**src/rtl/imem_loader_pkg.sv**
```systemverilog
// Shared definitions for the instruction-memory loader: state encoding and header width.
package imem_loader_pkg;

  localparam int HDR_W = 16;

  typedef enum logic [2:0] {
    LEN_HI = 3'd0,
    LEN_LO = 3'd1,
    DATA   = 3'd2,
    FLUSH  = 3'd3,
    DONE   = 3'd4,
    ERROR  = 3'd5
  } state_e;

  function automatic logic is_busy(state_e s);
    return s inside {LEN_HI, LEN_LO, DATA, FLUSH};
  endfunction

  function automatic logic takes_bytes(state_e s);
    return s inside {LEN_HI, LEN_LO, DATA};
  endfunction

endpackage

```
**src/rtl/imem_loader_if.sv**
```systemverilog
// Byte-stream input channel plus instruction-memory write port of the loader.
interface imem_loader_if #(
  parameter int ADDR_W = 6
) ();

  logic [7:0]        in_data;
  logic              in_valid;
  logic              in_ready;
  logic              imem_we;
  logic [ADDR_W-1:0] imem_addr;
  logic [31:0]       imem_wdata;

  // Host side: supplies bytes and observes the memory write port.
  modport master (
    output in_data, in_valid,
    input  in_ready, imem_we, imem_addr, imem_wdata
  );

  modport slave (
    input  in_data, in_valid,
    output in_ready, imem_we, imem_addr, imem_wdata
  );

endinterface

```
**src/rtl/imem_loader_byte_word_assembler.sv**
```systemverilog
// Packs four MSB-first bytes into a 32-bit word and presents it for one cycle.
module byte_word_assembler (
  input  logic        clk,
  input  logic        rst_n,
  input  logic        clr_i,
  input  logic        byte_vld_i,
  input  logic [7:0]  byte_i,
  output logic        last_byte_o,
  output logic        word_valid_o,
  output logic [31:0] word_o
);

  logic [1:0]  cnt_q;
  logic [31:0] shreg_q;
  logic [31:0] shreg_d;
  logic [31:0] word_q;
  logic        word_vld_q;

  assign shreg_d     = {shreg_q[23:0], byte_i};
  assign last_byte_o = byte_vld_i && (cnt_q == 2'd3);

  always_ff @(posedge clk or negedge rst_n) begin
    if (!rst_n) begin
      cnt_q      <= 2'd0;
      shreg_q    <= '0;
      word_q     <= '0;
      word_vld_q <= 1'b0;
    end else if (clr_i) begin
      cnt_q      <= 2'd0;
      shreg_q    <= '0;
      word_vld_q <= 1'b0;
    end else begin
      word_vld_q <= last_byte_o;
      if (byte_vld_i) begin
        cnt_q   <= cnt_q + 2'd1;
        shreg_q <= shreg_d;
      end
      if (last_byte_o) word_q <= shreg_d;
    end
  end

  assign word_valid_o = word_vld_q;
  assign word_o       = word_q;

endmodule

```
**src/rtl/imem_loader.sv**
```systemverilog
// Streams a length-prefixed program into instruction memory, holding the CPU in reset until done.
module imem_loader
  import imem_loader_pkg::*;
#(
  parameter int ADDR_W = 6
) (
  input  logic              clk,
  input  logic              reset,
  input  logic              start,
  imem_loader_if.slave      bus,
  output logic              cpu_reset,
  output logic              busy,
  output logic              done,
  output logic              error,
  output logic [ADDR_W:0]   words_loaded
);

  localparam logic [HDR_W-1:0] DEPTH_HDR = HDR_W'(2 ** ADDR_W);
  localparam logic [ADDR_W:0]  ONE       = {{ADDR_W{1'b0}}, 1'b1};

  state_e            state_q, state_d;
  logic [7:0]        len_hi_q;
  logic [ADDR_W:0]   n_q;
  logic [HDR_W-1:0]  hdr;
  logic              in_ready_q, cpu_reset_q, busy_q, done_q, error_q;
  logic [ADDR_W-1:0] addr_q;
  logic [ADDR_W:0]   wl_q;
  logic              accept, arm, asm_byte, last_byte, last_word;
  logic              word_valid;
  logic [31:0]       word;

  assign accept    = bus.in_valid && in_ready_q;
  assign arm       = start && (state_q == DONE || state_q == ERROR);
  assign hdr       = {len_hi_q, bus.in_data};
  assign asm_byte  = accept && (state_q == DATA);
  assign last_word = ((wl_q + ONE) == n_q);

  byte_word_assembler u_asm (
    .clk         (clk),
    .rst_n       (reset),
    .clr_i       (arm),
    .byte_vld_i  (asm_byte),
    .byte_i      (bus.in_data),
    .last_byte_o (last_byte),
    .word_valid_o(word_valid),
    .word_o      (word)
  );

  always_comb begin
    state_d = state_q;
    case (state_q)
      LEN_HI: if (accept) state_d = LEN_LO;
      LEN_LO: if (accept) begin
        if (hdr == '0)             state_d = DONE;
        else if (hdr > DEPTH_HDR)  state_d = ERROR;
        else                       state_d = DATA;
      end
      DATA:   if (last_byte && last_word) state_d = FLUSH;
      FLUSH:  state_d = DONE;
      DONE, ERROR: if (start) state_d = LEN_HI;
      default: state_d = LEN_HI;
    endcase
  end

  // Status outputs are registered from the next state so they line up with state_q.
  always_ff @(posedge clk or negedge reset) begin
    if (!reset) begin
      state_q     <= LEN_HI;
      in_ready_q  <= 1'b1;
      cpu_reset_q <= 1'b1;
      busy_q      <= 1'b1;
      done_q      <= 1'b0;
      error_q     <= 1'b0;
      len_hi_q    <= '0;
      n_q         <= '0;
      addr_q      <= '0;
      wl_q        <= '0;
    end else begin
      state_q     <= state_d;
      in_ready_q  <= takes_bytes(state_d);
      busy_q      <= is_busy(state_d);
      done_q      <= (state_d == DONE);
      error_q     <= (state_d == ERROR);
      cpu_reset_q <= (state_d != DONE);
      if (accept && state_q == LEN_HI) len_hi_q <= bus.in_data;
      if (accept && state_q == LEN_LO) n_q <= hdr[ADDR_W:0];
      if (arm) begin
        wl_q <= '0;
      end else if (last_byte) begin
        wl_q   <= wl_q + ONE;
        addr_q <= wl_q[ADDR_W-1:0];
      end
    end
  end

  assign bus.in_ready   = in_ready_q;
  assign bus.imem_we    = word_valid;
  assign bus.imem_addr  = addr_q;
  assign bus.imem_wdata = word;
  assign cpu_reset      = cpu_reset_q;
  assign busy           = busy_q;
  assign done           = done_q;
  assign error          = error_q;
  assign words_loaded   = wl_q;

endmodule

```
**src/flat_wrapper.sv**
```systemverilog
// flat-port wrapper written by rule: the top's interface ports become plain ports
module imem_loader_flat import imem_loader_pkg::*;
#(
  parameter int ADDR_W = 6
)
  (clk, reset, start, cpu_reset, busy, done, error, words_loaded, bus_in_data, bus_in_valid, bus_in_ready, bus_imem_we, bus_imem_addr, bus_imem_wdata);
  imem_loader_if #(.ADDR_W(ADDR_W)) bus_i ();
  input  logic clk;
  input  logic reset;
  input  logic start;
  output logic cpu_reset;
  output logic busy;
  output logic done;
  output logic error;
  output logic [ADDR_W:0] words_loaded;
  input wire logic [$bits(bus_i.in_data)-1:0] bus_in_data;
  input wire logic [$bits(bus_i.in_valid)-1:0] bus_in_valid;
  output wire logic [$bits(bus_i.in_ready)-1:0] bus_in_ready;
  output wire logic [$bits(bus_i.imem_we)-1:0] bus_imem_we;
  output wire logic [$bits(bus_i.imem_addr)-1:0] bus_imem_addr;
  output wire logic [$bits(bus_i.imem_wdata)-1:0] bus_imem_wdata;
  assign bus_i.in_data = bus_in_data;
  assign bus_i.in_valid = bus_in_valid;
  assign bus_in_ready = bus_i.in_ready;
  assign bus_imem_we = bus_i.imem_we;
  assign bus_imem_addr = bus_i.imem_addr;
  assign bus_imem_wdata = bus_i.imem_wdata;
  imem_loader #(.ADDR_W(ADDR_W)) u_core (.clk(clk), .reset(reset), .start(start), .bus(bus_i), .cpu_reset(cpu_reset), .busy(busy), .done(done), .error(error), .words_loaded(words_loaded));
endmodule
```
**config.mk**
```make
export PLATFORM = sky130hd
export DESIGN_NAME = imem_loader_flat
export DESIGN_NICKNAME = d
export VERILOG_FILES = /design/src/rtl/imem_loader_pkg.sv /design/src/rtl/imem_loader_if.sv /design/src/rtl/imem_loader_byte_word_assembler.sv /design/src/rtl/imem_loader.sv /design/src/flat_wrapper.sv
export SDC_FILE = /design/constraint.sdc
export NUM_CORES = 1
export LEC_CHECK = 0
export BUFFER_PORTS_ARGS = -buffer_cell sky130_fd_sc_hd__buf_2
export CAP_MARGIN = 5
export CORE_ASPECT_RATIO = 1.4
export CORE_MARGIN = 5
export CORE_UTILIZATION = 35
export DETAILED_ROUTE_END_ITERATION = 16
export GPL_TIMING_DRIVEN = 0
export PLACE_DENSITY = 0.54
export SLEW_MARGIN = 20
export SYNTH_ARGS = -nofsm -noshare
export SYNTH_HDL_FRONTEND = slang
export SYNTH_SLANG_ARGS = --single-unit
```
**constraint.sdc**
```tcl
create_clock -name clk -period 5.1 [get_ports clk]
set_input_delay 0.765 -clock clk [delete_from_list [all_inputs] [get_ports clk]]
set_output_delay 0.765 -clock clk [all_outputs]
set_load 0.02 [all_outputs]
```
---- Word level (Yosys, flattened, before mapping) ----
Index checks and enable logic that the tools add are counted.
word-level totals
  logic and storage cells ................. 62
  RAM bits ................................ 0
  output and inout port bits .............. 51
  register bits after elaboration ......... 95
  bits in read-only memories .............. 0
  memories ................................ 0
  bits of input ports ..................... 12
  latch bits .............................. 0
operators by class
  div/mod/pow operators ................... 0
  reduce and logical (&&, ||, !) cells .... 17
  add/subtract/negate cells ............... 2
  muxes and demuxes ....................... 14
  $mul .................................... 0
  equality and inequality tests ........... 13
  bitwise logic cells ..................... 1
  shift operators ......................... 0
  magnitude comparators ................... 1
operators with widths
  operator             number
  $mux 24              2
  $mux 3               6
  $gt 16x7->1 const B  1
  $logic_not 16->1     1
  $pmux 3 s5           1
  $mux 7               2
  $eq 3x2->1 const B   4
  $eq 3x3->1 const B   4
  $add 7x1->7 const B  1
  $eq 7x7->1           1
  $logic_and 1x1->1    7
  $eq 3x1->1 const B   2
  $logic_not 3->1      2
  $mux 2               2
  $reduce_bool 2->1    2
  $reduce_bool 4->1    1
  $ne 3x3->1 const B   1
  $reduce_bool 3->1    1
  $add 2x1->2 const B  1
  $eq 2x2->1 const B   1
  $reduce_and 2->1     1
  $reduce_or 2->1      1
  $logic_or 1x1->1     1
  $mux 1               1
  $not 1->1            1

---- Logic depth before layout (Yosys ltp) ----
Gate-level depths: netlist of the first run.
  depth after elaboration ................. 8
  mapped depth ............................ 8
  mapped depth without buffers ............ 7

---- Hierarchy ----
A second synthesis of the first run with hierarchy kept.
second synthesis, totals
  cells, all modules ...................... 303
  area total of the unflattened synthesis .. 4,132.7 µm²
by module, submodules not included
  module               seq. area each (µm²)  cells each  area each (µm²)  instances
  byte_word_assembler  1,476.4               156         2,413.6          1
  imem_loader          904.6                 147         1,719.1          1

---- Least setup slack after synthesis of the first run ----
OpenSTA, ideal clock, no wires.
  kind .................................... input to register
  start ................................... in bus_in_valid
  end ..................................... reg u_core.addr_q[5] (netlist: u_core.bus.imem_addr[5])
  path slack .............................. 2.934 ns
  data arrival time ....................... 2.041 ns
  cell stages on the path ................. 5
  setup time .............................. 0.125 ns
  required time ........................... 4.975 ns
  buffers on the path ..................... 2
  cell sequence ........................... and3b_1 nand2_1 clkbuf_1 clkbuf_1 mux2_2
on the way
  cells in the longest elaborated chain, start to end .. 4
ends and longest elaborated chain
  what                        line                                   source
  start: declaration          flat_wrapper.sv:17                     input wire logic [$bits(bus_i.in_valid)-1:0] bus_in_valid;
  $logic_and 1x1->1           imem_loader.sv:32                      assign accept = bus.in_valid && in_ready_q;
  $logic_and 1x1->1           imem_loader.sv:35                      assign asm_byte = accept && (state_q == DATA);
  $logic_and 1x1->1           imem_loader_byte_word_assembler.sv:20  assign last_byte_o = byte_vld_i && (cnt_q == 2'd3);
  $reduce_and 2->1 (no line)  n/a
  end signal: assignment      imem_loader.sv:91                      addr_q <= wl_q[ADDR_W-1:0];
  end: declaration            imem_loader.sv:26                      logic [ADDR_W-1:0] addr_q;
Every way passes these cells.
A chain may end at the register's enable or synchronous reset.

---- Final worst setup path of the first run ----
  start ................................... in bus_in_valid
  end ..................................... reg u_core.u_asm.word_q[15] (netlist: u_core.u_asm.word_o[15])
on the way
  cells in the longest elaborated chain, start to end .. 4
ends and longest elaborated chain
  what                        line                                   source
  $logic_and 1x1->1           imem_loader.sv:32
  $logic_and 1x1->1           imem_loader.sv:35
  $logic_and 1x1->1           imem_loader_byte_word_assembler.sv:20
  $reduce_and 2->1 (no line)  n/a
  end signal: assignment      imem_loader_byte_word_assembler.sv:38  if (last_byte_o) word_q <= shreg_d;
  end: declaration            imem_loader_byte_word_assembler.sv:16  logic [31:0] word_q;
Every way passes these cells.

==> impl_metrics.json, run 1 <==
{
  "postLayoutCoreUtil": 0.425,
  "finClkSkew_ps": 6.31,
  "hp-class": "input port to async pin",
  "drt-initial-drc-count": 121,
  "synth_warnings": 0,
  "async_flop_share": 1.00,
  "die_h_um": 137,
  "slew_headroom": 0.578,
  "nets": 454,
  "cts_resized": 0,
  "routed_wl_um": 8860,
  "power_mw": 1.83,
  "clkTransAtPathRegs_ps": 70,
  "cts_tree": "done",
  "rows": 46,
  "startpoint_type": "input port",
  "grt_pass1_vias": 2950,
  "synth_fp_nets": 380,
  "dr_wl_met3_um": 349,
  "synth_area_um2": 4010,
  "slew_viol_final": 0,
  "yosys-mux-area-fraction": 0.118,
  "cts.htree.levels": 3,
  "clk_path_buf_depth": 2,
  "rsz0062_at_grt": "no",
  "leakage_nw": 2.39,
  "powerDensity_nw_per_um2": 381,
  "synth_cells": 366,
  "clkLatencyLatePin_ps": 330,
  "cp_max_fo": 10,
  "wire_per_inst_um": 15.1,
  "cap_viol_max_count": 0,
  "ys_seq_area_frac": 0.595,
  "layout_common_cells": "103 x nand2_1, 92 x dfrtp_1, 64 x buf_2, 41 x mux2_2, 35 x o21ai_0",
  "area_growth_pct": 19.7,
  "io_buffers": 62,
  "die_area_um2": 13700,
  "critPathArrivalTime_ps": 2590,
  "clockRootBuffer": "clkbuf_16",
  "vias_per_cell": 4.88,
  "ir_drop_mv": 0.199,
  "antenna_found_initial": 0,
  "cts_sinks": 95,
  "grt_max_degree": 56,
  "drive_above_1_share": 0.293,
  "ys.flop_type": "dfrtp_1",
  "met1Wirelength_um": 3720,
  "grt_overflow": 0,
  "min_period_ps": 2360,
  "vias": 2870,
  "post_cts_buffers": 0,
  "avgSynthCellArea_um2": 10.9,
  "status": "finished, final reports clean",
  "grt_pass1_wl_um": 15000,
  "synth_top_family_by_area": "simple AND/OR/NAND/NOR gates",
  "tns_ps": 0,
  "post-route-drc-count": 0,
  "dp_hpwl_um": 6510,
  "yosys.area_share.simple": 0.160,
  "yosys_register_bits": 95,
  "yosysUniqueCellTypes": 40,
  "endpoint_kind": "flip-flop",
  "dr.max_layer_used": "met4",
  "start_util": 0.355,
  "crit_type": "input port to flip-flop",
  "cts_buffers": 9,
  "num_antenna_cells": 0,
  "synth_xor_area_frac": 0.0219,
  "hold_buffers": 0,
  "final_hold_viol_count": 0,
  "gr-usage-all-layers": 0.140,
  "wl_met2_um": 4570,
  "coreArea_um2": 11300,
  "die_x_um": 100,
  "fin_crit_sh": 0.463,
  "postRouteAntennaNets": 0,
  "synth_edf_count": 0,
  "io_pins": 63,
  "hold_ws_ps": 332,
  "worst_slew_pin_slew_ps": 632,
  "synthAdderAreaFrac": 0.00625,
  "setup_viol": 0,
  "final_common_cell": "nand2_1",
  "dr.pass1.iters": 4,
  "clock.fmax_mhz": 423,
  "required_ps": 5320,
  "gp_congestion": 0.759,
  "synth_compound_area_frac": 0.0762
}
[path summary, 6_finish.rpt]
| kind | cells after the start | slack, ps | endpoint | startpoint |
|---|---|---|---|---|
| max in group asynchronous | 2 | 4170 | u_core.bus.imem_addr[0] | reset |
| worst max register to register | 6 | 2750 | u_core.u_asm.word_o[15] | u_core.u_asm.cnt_q[0] |
| min in group clk | 2 | 470 | u_core.bus.imem_addr[1] | u_core.bus.imem_addr[1] |
| worst min-delay path | 1 | 330 | u_core.error | reset |
| worst min register to register | 2 | 470 | u_core.bus.imem_addr[1] | u_core.bus.imem_addr[1] |
| worst max-delay path | 6 | 2740 | u_core.u_asm.word_o[15] | bus_in_valid |
[cells in the mapped netlist (4+ instances only)]
master    instances  area (um^2)
mux2_2           41          462
clkbuf_1         15         56.3
nor2_1            6         22.5
nand3_1           7         35.0
o21ai_0          35          175
nor3_1            4         20.0
a21oi_1           5         25.0
xor2_1            7         61.3
and2_1            4         25.0
nand2_1         103          387
dfrtp_1          92         2300
[critical path: stages]
cell and delay (ps):
buf_2 120, and3b_1 210, nand2_1 100, clkbuf_1 430, clkbuf_1 550, mux2_2 410
[per-layer routing]
metal | vias to the layer above | track usage
met5 | - | 0
met4 | 0 | 0.0622
met3 | 14 | 0.0286
met2 | 59 | 0.238
met1 | 1412 | 0.170
li1 | 1385 | -
[power breakdown]
part	internal, mW	switching, mW
clock network	0.329	0.276
logic	0.152	0.165
registers	0.847	0.0569
total	1.33	0.498
[cell families after synthesis]
| family | after synthesis |
|---|---|
| buf+inv | 22 |
| xor+xnor | 10 |
| flops | 95 |
| simple gates | 145 |
| compound gates | 50 |
| mux | 42 |
| fa+ha+maj | 2 |
[area by class of cell]
type / count / area (um^2)
plain buffers: 20 / 86.3
clock buffers: 10 / 229
clock inverters: 5 / 35.0
fillers: 1177 / 6490
inverters: 2 / 7.51
multi-input cells: 249 / 1530
flip-flops and latches: 95 / 2380
well taps: 144 / 180
repair buffers: 63 / 344
[registers in the layout (all words and copies together), names as in the netlist, 2 cells and up]
register / cells
u_core.bus.imem_addr: 6
u_core.u_asm.shreg_q: 24
u_core.words_loaded: 7
u_core.len_hi_q: 8
u_core.n_q: 7
u_core.u_asm.cnt_q: 2
u_core.u_asm.word_o: 32
u_core.state_q: 3
[stage by stage]
stage          worst slack (ps)  cell area, um^2  cells
3_3_place_gp               2330             4500    572
6_report                   2740             4790    588
5_1_grt                    2570             4790    588
2_1_floorplan              2930             4010    366
4_1_cts                    2690             4790    588
3_5_place_dp               2320             4530    573
Note: power is estimated with default switching activity, not from simulation.
==> inputs of run 2 (changes only) <==
PLACE_DENSITY = 0.56   (was 0.54)
clock period = 2.1 ns   (was 5.1 ns; I/O delays follow)
==> run 2 against run 1 <==
Net effect:
- critical path depth up 2
- worst setup slack worse by 2600 ps
- non-clock buffer count rose by 11
- clock power increased by 150%
- worst hold slack worse by 77 ps
==> impl_metrics.json, run 2 (same netlist as run 1, synthesis figures left out) <==
{
  "status": "finished, final reports clean",
  "min_path_cells": 3,
  "dp_hpwl_um": 6560,
  "clk_path_buf_depth": 2,
  "area_growth_pct": 23.3,
  "dr.pass1.iters": 4,
  "postRouteAntennaNets": 0,
  "fin_crit_sh": 0.943,
  "cp_slowest_stage_delay_ps": 410,
  "die_area_um2": 13700,
  "die_x_um": 100,
  "cts_tree": "done",
  "final-seq-area_um2": 2380,
  "grt_max_degree": 83,
  "cts.htree.levels": 3,
  "hold_ws_ps": 256,
  "grt_pass1_vias": 2988,
  "worst_slew_pin_slew_ps": 640,
  "gr-usage-all-layers": 0.139,
  "drt-initial-drc-count": 68,
  "rows": 46,
  "layout_common_cells": "102 x nand2_1, 89 x dfrtp_1, 61 x buf_2, 41 x mux2_2, 35 x o21ai_0",
  "slew_headroom": 0.572,
  "grt_overflow": 0,
  "multi_input_area_um2": 1550,
  "final_hold_viol_count": 0,
  "path_cells": "buf_6 > buf_4 > and4_2 > xnor2_1 > o211ai_1 > a2111oi_4 > buf_4 > a2bb2oi_2",
  "hp-class": "input port to flip-flop",
  "vias": 2895,
  "io_pins": 63,
  "antenna_found_initial": 0,
  "startpoint_type": "flip-flop",
  "vias_per_cell": 4.83,
  "crit_type": "flip-flop to flip-flop",
  "wire_per_inst_um": 15.1,
  "powerDensity_nw_per_um2": 910,
  "setup_viol": 0,
  "drive_above_1_share": 0.334,
  "final_common_cell": "nand2_1",
  "r2r_slack_ps": 120,
  "required_ps": 2370,
  "clkLatencyLatePin_ps": 340,
  "routed_wl_um": 9050,
  "endpoint_kind": "flip-flop",
  "grt_pass1_wl_um": 14900,
  "clkTransAtPathRegs_ps": 60,
  "coreArea_um2": 11300,
  "leakage_nw": 2.46,
  "critPathMostFrequentCell": "buf_4",
  "largest_reg_flops": 32,
  "ff2ff_path_depth": 8,
  "ir_drop_mv": 0.364,
  "clock.fmax_mhz": 505,
  "clockRootBuffer": "clkbuf_16",
  "cap_viol_max_count": 0,
  "num_antenna_cells": 0,
  "start_util": 0.355,
  "min_period_ps": 1980,
  "cpMaxStageDelayCell": "dfrtp_2",
  "postLayoutCoreUtil": 0.438,
  "cts_sinks": 95,
  "io_buffers": 62,
  "nFillCells": 1155,
  "cts_buffers": 9,
  "post-route-drc-count": 0,
  "die_h_um": 137,
  "slew_viol_final": 0,
  "rsz0062_at_grt": "no",
  "gp_congestion": 0.793,
  "critPathArrivalTime_ps": 2250,
  "nets": 465,
  "finClkSkew_ps": 5.04,
  "cp_max_fo": 5
}
## run 2: report_power, final
| part | switching, mW | internal (mW) |
|---|---|---|
| clock | 0.673 | 0.835 |
| sequential | 0.143 | 2.06 |
| combinational | 0.403 | 0.382 |
## run 2: stage by stage
step	std cells	power, mW	worst slack [ps]	area [um^2]	TNS [ps]
2_1_floorplan	366	2.78	53.4	4010	0
3_3_place_gp	572	2.98	-343	4500	-20150
3_5_place_dp	573	3.02	-258	4530	-5700
4_1_cts	590	4.53	0.394	4840	0
5_1_grt	599	4.70	15.3	4940	0
6_report	599	4.49	120	4940	0
## run 2: worst paths after layout
kind                                          from                      end
setup / recovery            u_core.words_loaded[2]             u_core.error
hold / removal                      bus_in_data[2]   u_core.u_asm.word_o[2]
setup reg to reg            u_core.words_loaded[2]             u_core.error
hold reg to reg            u_core.bus.imem_addr[1]  u_core.bus.imem_addr[1]
max in group asynchronous                    reset   u_core.words_loaded[2]
min in group asynchronous                    reset             u_core.error
## run 2: worst max-delay path, delay by kind of cell (launching register included)
kind	cells	cell delay, ps
AOI/OAI and AO/OA	3	640
xor gates and xnor gates	1	160
buffers and inverters	3	460
DFF	1	410
and+or+nand+nor	1	240
## run 2: final cells by class
class | count | share of cell area
inverters | 2 | 0.00152
clock inverters | 4 | 0.00608
repair buffers | 74 | 0.0869
clock buffers | 11 | 0.0492
plain buffers | 20 | 0.0220
multi-input cells | 249 | 0.315
flip-flops and latches | 95 | 0.483
well taps | 144 | 0.0365
## run 2: timing repair
action                     in CTS  in global routing
hold buffers                    1                  0
resized for setup               9                 11
buffers inserted                1                  9
setup endpoints to repair      34                 16
hold endpoints to repair       13                  0
pin swaps                       1                  3
## run 2: metal layers
| metal | routed length [um] | part of all wire | GRT usage |
|---|---|---|---|
| met1 | 3710 | 0.41 | 0.162 |
| met5 | 0 | 0 | 0 |
| met4 | 242 | 0.027 | 0.0727 |
| met2 | 4650 | 0.51 | 0.239 |
| met3 | 446 | 0.049 | 0.0311 |
